## src/rtl/adder_seq_pkg.sv

```systemverilog
// adder_seq_pkg: shared types and helpers for the slice-serial adder.
// Optional subtract mode is enabled by defining ADDER_SEQ_SUB_EN.
package adder_seq_pkg;

  typedef enum logic [1:0] {
    IDLE = 2'd0,
    RUN  = 2'd1,
    DONE = 2'd2
  } state_t;

  // Slice index width, never narrower than one bit.
  function automatic int idx_width(input int nsl);
    return (nsl > 1) ? $clog2(nsl) : 1;
  endfunction

endpackage

```

## src/rtl/adder_seq_slice.sv

```systemverilog
// adder_seq_slice: combinational SLICE-bit ripple adder
// built from generated 1-bit full-adder cells.
module adder_seq_slice #(
  parameter int SLICE = 8
) (
  input  logic [SLICE-1:0] a,
  input  logic [SLICE-1:0] b,
  input  logic             cin,
  output logic [SLICE-1:0] res,
  output logic             cout
);

  logic [SLICE:0] c;

  assign c[0] = cin;

  for (genvar i = 0; i < SLICE; i++) begin : g_fa
    assign res[i]   = a[i] ^ b[i] ^ c[i];
    assign c[i+1]   = (a[i] & b[i]) | (c[i] & (a[i] ^ b[i]));
  end

  assign cout = c[SLICE];

endmodule

```

## src/rtl/adder_seq.sv

```systemverilog
// adder_seq: WIDTH-bit add through one SLICE-bit adder, LSB slice first.
// Define ADDER_SEQ_SUB_EN to add the in_sub port (A + ~B + 1).
module adder_seq
  import adder_seq_pkg::*;
#(
  parameter int WIDTH = 32,
  parameter int SLICE = 8
) (
  input  logic             clk,
  input  logic             rst,
  input  logic             in_valid,
  output logic             in_ready,
  input  logic [WIDTH-1:0] in_a,
  input  logic [WIDTH-1:0] in_b,
  input  logic             in_cin,
`ifdef ADDER_SEQ_SUB_EN
  input  logic             in_sub,
`endif
  output logic             out_valid,
  input  logic             out_ready,
  output logic [WIDTH-1:0] out_res,
  output logic             out_cout,
  output logic             busy
);

  localparam int NSL = WIDTH / SLICE;
  localparam int IW  = idx_width(NSL);
  localparam logic [IW-1:0] LAST = IW'(NSL - 1);

  if ((WIDTH % SLICE) != 0) begin : g_bad_cfg
    $error("adder_seq: WIDTH must be a multiple of SLICE");
  end

  state_t           state;
  logic [IW-1:0]    idx;
  logic             carry;
  logic [WIDTH-1:0] a_reg;
  logic [WIDTH-1:0] b_reg;
  logic [WIDTH-1:0] res_reg;
  logic [WIDTH-1:0] res_nxt;
  logic [WIDTH-1:0] b_in;
  logic             c_in;
  logic [SLICE-1:0] s_a;
  logic [SLICE-1:0] s_b;
  logic [SLICE-1:0] s_sum;
  logic             s_cout;
  int               base;

`ifdef ADDER_SEQ_SUB_EN
  assign b_in = in_sub ? ~in_b : in_b;
  assign c_in = in_sub ? 1'b1 : in_cin;
`else
  assign b_in = in_b;
  assign c_in = in_cin;
`endif

  // Select the active slice and merge its sum into the result word.
  always_comb begin
    base    = int'(idx) * SLICE;
    s_a     = a_reg[base +: SLICE];
    s_b     = b_reg[base +: SLICE];
    res_nxt = res_reg;
    res_nxt[base +: SLICE] = s_sum;
  end

  adder_seq_slice #(
    .SLICE (SLICE)
  ) u_slice (
    .a    (s_a),
    .b    (s_b),
    .cin  (carry),
    .res  (s_sum),
    .cout (s_cout)
  );

  // Control FSM with registered handshake and result outputs.
  always_ff @(posedge clk or posedge rst) begin
    if (rst) begin
      state     <= IDLE;
      idx       <= '0;
      carry     <= 1'b0;
      a_reg     <= '0;
      b_reg     <= '0;
      res_reg   <= '0;
      out_res   <= '0;
      out_cout  <= 1'b0;
      out_valid <= 1'b0;
      busy      <= 1'b0;
      in_ready  <= 1'b1;
    end else begin
      unique case (state)
        IDLE: begin
          if (in_valid) begin
            a_reg    <= in_a;
            b_reg    <= b_in;
            carry    <= c_in;
            idx      <= '0;
            state    <= RUN;
            in_ready <= 1'b0;
            busy     <= 1'b1;
          end
        end
        RUN: begin
          res_reg <= res_nxt;
          carry   <= s_cout;
          if (idx == LAST) begin
            out_res   <= res_nxt;
            out_cout  <= s_cout;
            out_valid <= 1'b1;
            state     <= DONE;
          end else begin
            idx <= idx + 1'b1;
          end
        end
        DONE: begin
          if (out_ready) begin
            out_valid <= 1'b0;
            busy      <= 1'b0;
            in_ready  <= 1'b1;
            state     <= IDLE;
          end
        end
        default: begin
          state <= IDLE;
        end
      endcase
    end
  end

endmodule

```

## config.mk

```make
export PLATFORM = sky130hd
export DESIGN_NAME = adder_seq
export DESIGN_NICKNAME = d
export VERILOG_FILES = /design/src/rtl/adder_seq_pkg.sv /design/src/rtl/adder_seq_slice.sv /design/src/rtl/adder_seq.sv
export SDC_FILE = /design/constraint.sdc
export NUM_CORES = 1
export LEC_CHECK = 0
export CAP_MARGIN = 20
export CORE_MARGIN = 1.5
export CORE_UTILIZATION = 30
export DETAILED_ROUTE_END_ITERATION = 10
export PLACE_DENSITY = 0.47
export SLEW_MARGIN = 20
export SYNTH_ARGS = -nofsm -noshare
export SYNTH_HDL_FRONTEND = slang
export SYNTH_SLANG_ARGS = --single-unit
```

## constraint.sdc

```tcl
create_clock -name clk -period 11.6 [get_ports clk]
set_clock_uncertainty 0.05 [all_clocks]
set_input_delay 1.16 -clock clk [delete_from_list [all_inputs] [get_ports clk]]
set_output_delay 1.16 -clock clk [all_outputs]
set_load 0.005 [all_outputs]
```

==> run summary <==
Status - finished clean
WS Path Type - flop to flop
CP arrival - 5.50 ns
Num rows - 53
Sequential cell area fraction in the yosys report - 53.61%
Slew @ Worst Pin - 1.063 ns
Largest net degree at the start of global routing - 75
CP Max Fanout - 15
Max-cap viol count - 0
Synthesized area per cell - 13.61 µm²
Highest clock rate - 190.7 MHz
Switching Share - 37.65%
FF-to-FF path depth - 17
Final hold vios - 0
Fin. max-slew vios - 0
Root Driver - clkbuf_16
Routed WL - 15.26 mm
Setup slack, reg-to-reg - 6.36 ns
Hold/Removal Path Class - flop to flop
Die area - 22,210 µm²
Drt wl/cell - 17.75 µm
Crit path cell chain - buf_4 > mux4_2 > inv_1 > fa_1 > fa_1 > fa_1 > fa_1 > fa_1 > inv_1 > fa_1 > inv_1 > fa_1 > inv_1 > fa_1 > inv_1 > o221ai_1 > o21a_1
DRC Markers - 0
Min Tclk post-route - 5.243 ns
Fraction of layout cells with a size suffix above 1 - 20.51%
Num CTS Buffers - 17
Aggregate global routing overflow - 0
Clock power frac - 20.6%
Distinct cell type count after synthesis - 41
WP data required - 11.86 ns
DP Wirelength - 10.54 mm
EDFF count, synth - 0
Gate power share - 49.1%
Crit path launch - idx[0]$_DFFE_PP0P_
Max VDD drop - 0.0002162 V
Diodes inserted - 0
Area Growth Syn to Fin - 28.71%
Final setup TNS - 0 ns
Number of global-route vias before repair - 4,382
Crit-path most repeated cell - fa_1
Pwr dens - 332.9 nW/µm²
Initial antenna violation count - 0
Clock latency on the worst-skew pair - 0.42 ns
Cts hold-fix bufs - 0
P_leak - 3.378 nW
First-pass GRT wire length - 24.36 mm
RSZ-0062 raised after global routing - false
Initial DRC Count - 148
Syn Inst Count - 470
Vias per cell - 4.760
Crit share post-route - 45.20%
Slew HR - 29.12%
Seq cells post-synth - 137
Initial Utilization - 30.53%
CTS tree - done
Max clock buf depth - 2
Clock sink count - 137
Final setup fails - 0
Final antenna-violating net count - 0
Chip Height - 149.0 µm
Total Nets Final - 656
Placeable Area - 20,960 µm²
Total Power - 2.741 mW
Power Internal - 1.709 mW
Reg2reg end - out_res[15]$_DFFE_PP0P_
Routed vias - 4,094
Crit end category - flop
Die Wd - 149.0 µm
Sw Pwr - 1.032 mW
Initial DRT Pass Iterations - 4
Asr flop ratio synth - 100.0%
Filler Cells Inserted - 2,077
Post-CTS Setup Inserts - 0
RR Startpoint - idx[0]$_DFFE_PP0P_
# H-tree levels - 4
Final RePlAce weighted congestion - 0.7671
I/O Buffers - 104
Sequential share of power - 30.3%
CTS clk-pin slew, worst paths - 0.06 ns
CTS resizes - 0
GRT Overall Usage - 14.62%
Syn_nets - 553
CP Launch Type - flop
Synthesis warning total - 0
Critical path endpoint - out_res[15]$_DFFE_PP0P_
CP max stage delay - 0.77 ns
Ys flop type - dfrtp_1
Syn Std Cell Area - 6397 µm²
Ports - 105
Slowest-stage cell, CP - dfrtp_1
metrics by stage:
stage	cell area, µm²	util (%)	instances	hold slack (ns)	setup slack (ns)
2_1_floorplan	6397	-	470	0.3986	6.724
3_3_place_gp	7619	36.36	829	0.4118	6.447
3_5_place_dp	7619	36.36	829	0.4164	6.341
4_1_cts	8234	39.29	860	0.4288	6.327
5_1_grt	8234	39.29	860	0.4366	6.091
6_report	8234	39.29	860	0.4277	6.357
per-layer routing:
layer	wire length, µm	vias to the layer above	part of all wire, %	track usage [%]
met5	0	-	0	0
met1	7131	2063	47	19.56
li1	-	1906	-	-
met3	773	21	5.1	4.343
met2	7096	104	46	22.52
met4	261	0	1.7	5.099
cells in the mapped netlist (6+ instances only):
| master | count | area [µm²] |
|---|---|---|
| a21oi_1 | 16 | 80.08 |
| a31oi_1 | 18 | 112.6 |
| buf_2 | 10 | 50.05 |
| buf_6 | 9 | 101.4 |
| dfrtp_1 | 136 | 3403 |
| fa_1 | 8 | 160.2 |
| ha_1 | 6 | 75.07 |
| inv_1 | 29 | 108.9 |
| mux2_1 | 7 | 78.83 |
| mux2_2 | 59 | 664.4 |
| mux4_1 | 8 | 210.2 |
| mux4_2 | 8 | 180.2 |
| nand2b_1 | 38 | 237.7 |
| nor2_1 | 27 | 101.4 |
| nor2b_1 | 6 | 37.54 |
| o21a_1 | 8 | 60.06 |
| o221ai_1 | 8 | 70.07 |
| o2bb2ai_1 | 32 | 280.3 |
worst max-delay path, delay by kind of cell (launching register included):
kind	cells	cell delay [ns]
muxes	1	0.26
AOI/OAI and AO/OA	2	0.29
adders and majority gates	8	2.93
buffers and inverters	6	0.82
DFF	1	0.77
power groups by stage:
stage	clock (mW)	sequential, mW	combinational (mW)
after detailed placement	0	0.842	1.38
after global routing	0.599	0.862	1.47
after CTS	0.578	0.836	1.37
after global placement	0	0.836	1.36
final	0.564	0.831	1.35
after floorplan	0	0.792	0.924
layout make-up:
cell class | count | area, µm² | share of cell area [%]
sequential | 137 | 3430 | 41.65
timing repair buffer | 108 | 1071 | 13.01
clock inverter | 7 | 113.9 | 1.383
multi-input combinational | 279 | 2659 | 32.29
tap | 275 | 344.1 | 4.179
inverter | 30 | 115.1 | 1.398
clock buffer | 24 | 501.7 | 6.093
logic make-up after synthesis:
logic type,Yosys count,synth area share (%)
fa+ha+maj,14,3.677
flops,137,53.61
simple gates,92,9.720
compound gates,91,10.42
mux,82,17.72
buf+inv,54,4.850
worst min path at each step:
stage,startpoint,end,slack (ns),cells past startpoint
after floorplan,res_reg[21]$_DFFE_PP0P_,res_reg[21]$_DFFE_PP0P_,0.40,1
after global placement,b_reg[9]$_DFFE_PP0P_,b_reg[9]$_DFFE_PP0P_,0.41,1
after detailed placement,res_reg[21]$_DFFE_PP0P_,res_reg[21]$_DFFE_PP0P_,0.42,1
after CTS,in_ready$_DFFE_PP1P_,in_ready$_DFFE_PP1P_,0.43,2
after global routing,in_ready$_DFFE_PP1P_,in_ready$_DFFE_PP1P_,0.44,2
final,in_ready$_DFFE_PP1P_,in_ready$_DFFE_PP1P_,0.43,2
layout by cell type (no fill, tap or decap), types with 7 or more instances in the layout:
cell type        synthesis  final
o221ai_1                 8      8
nor2_1                  27     27
o21a_1                   8      8
clkbuf_16                0     17
o2bb2ai_1               32     32
a21oi_1                 16     16
mux2_2                  59     59
mux4_2                   8      8
clkdlybuf4s50_1          0    104
inv_1                   29     28
mux2_1                   7      7
nand2b_1                38     38
mux4_1                   8      8
dfrtp_1                136    136
fa_1                     8      8
a31oi_1                 18     18
Power figures use the tool's default switching activity.
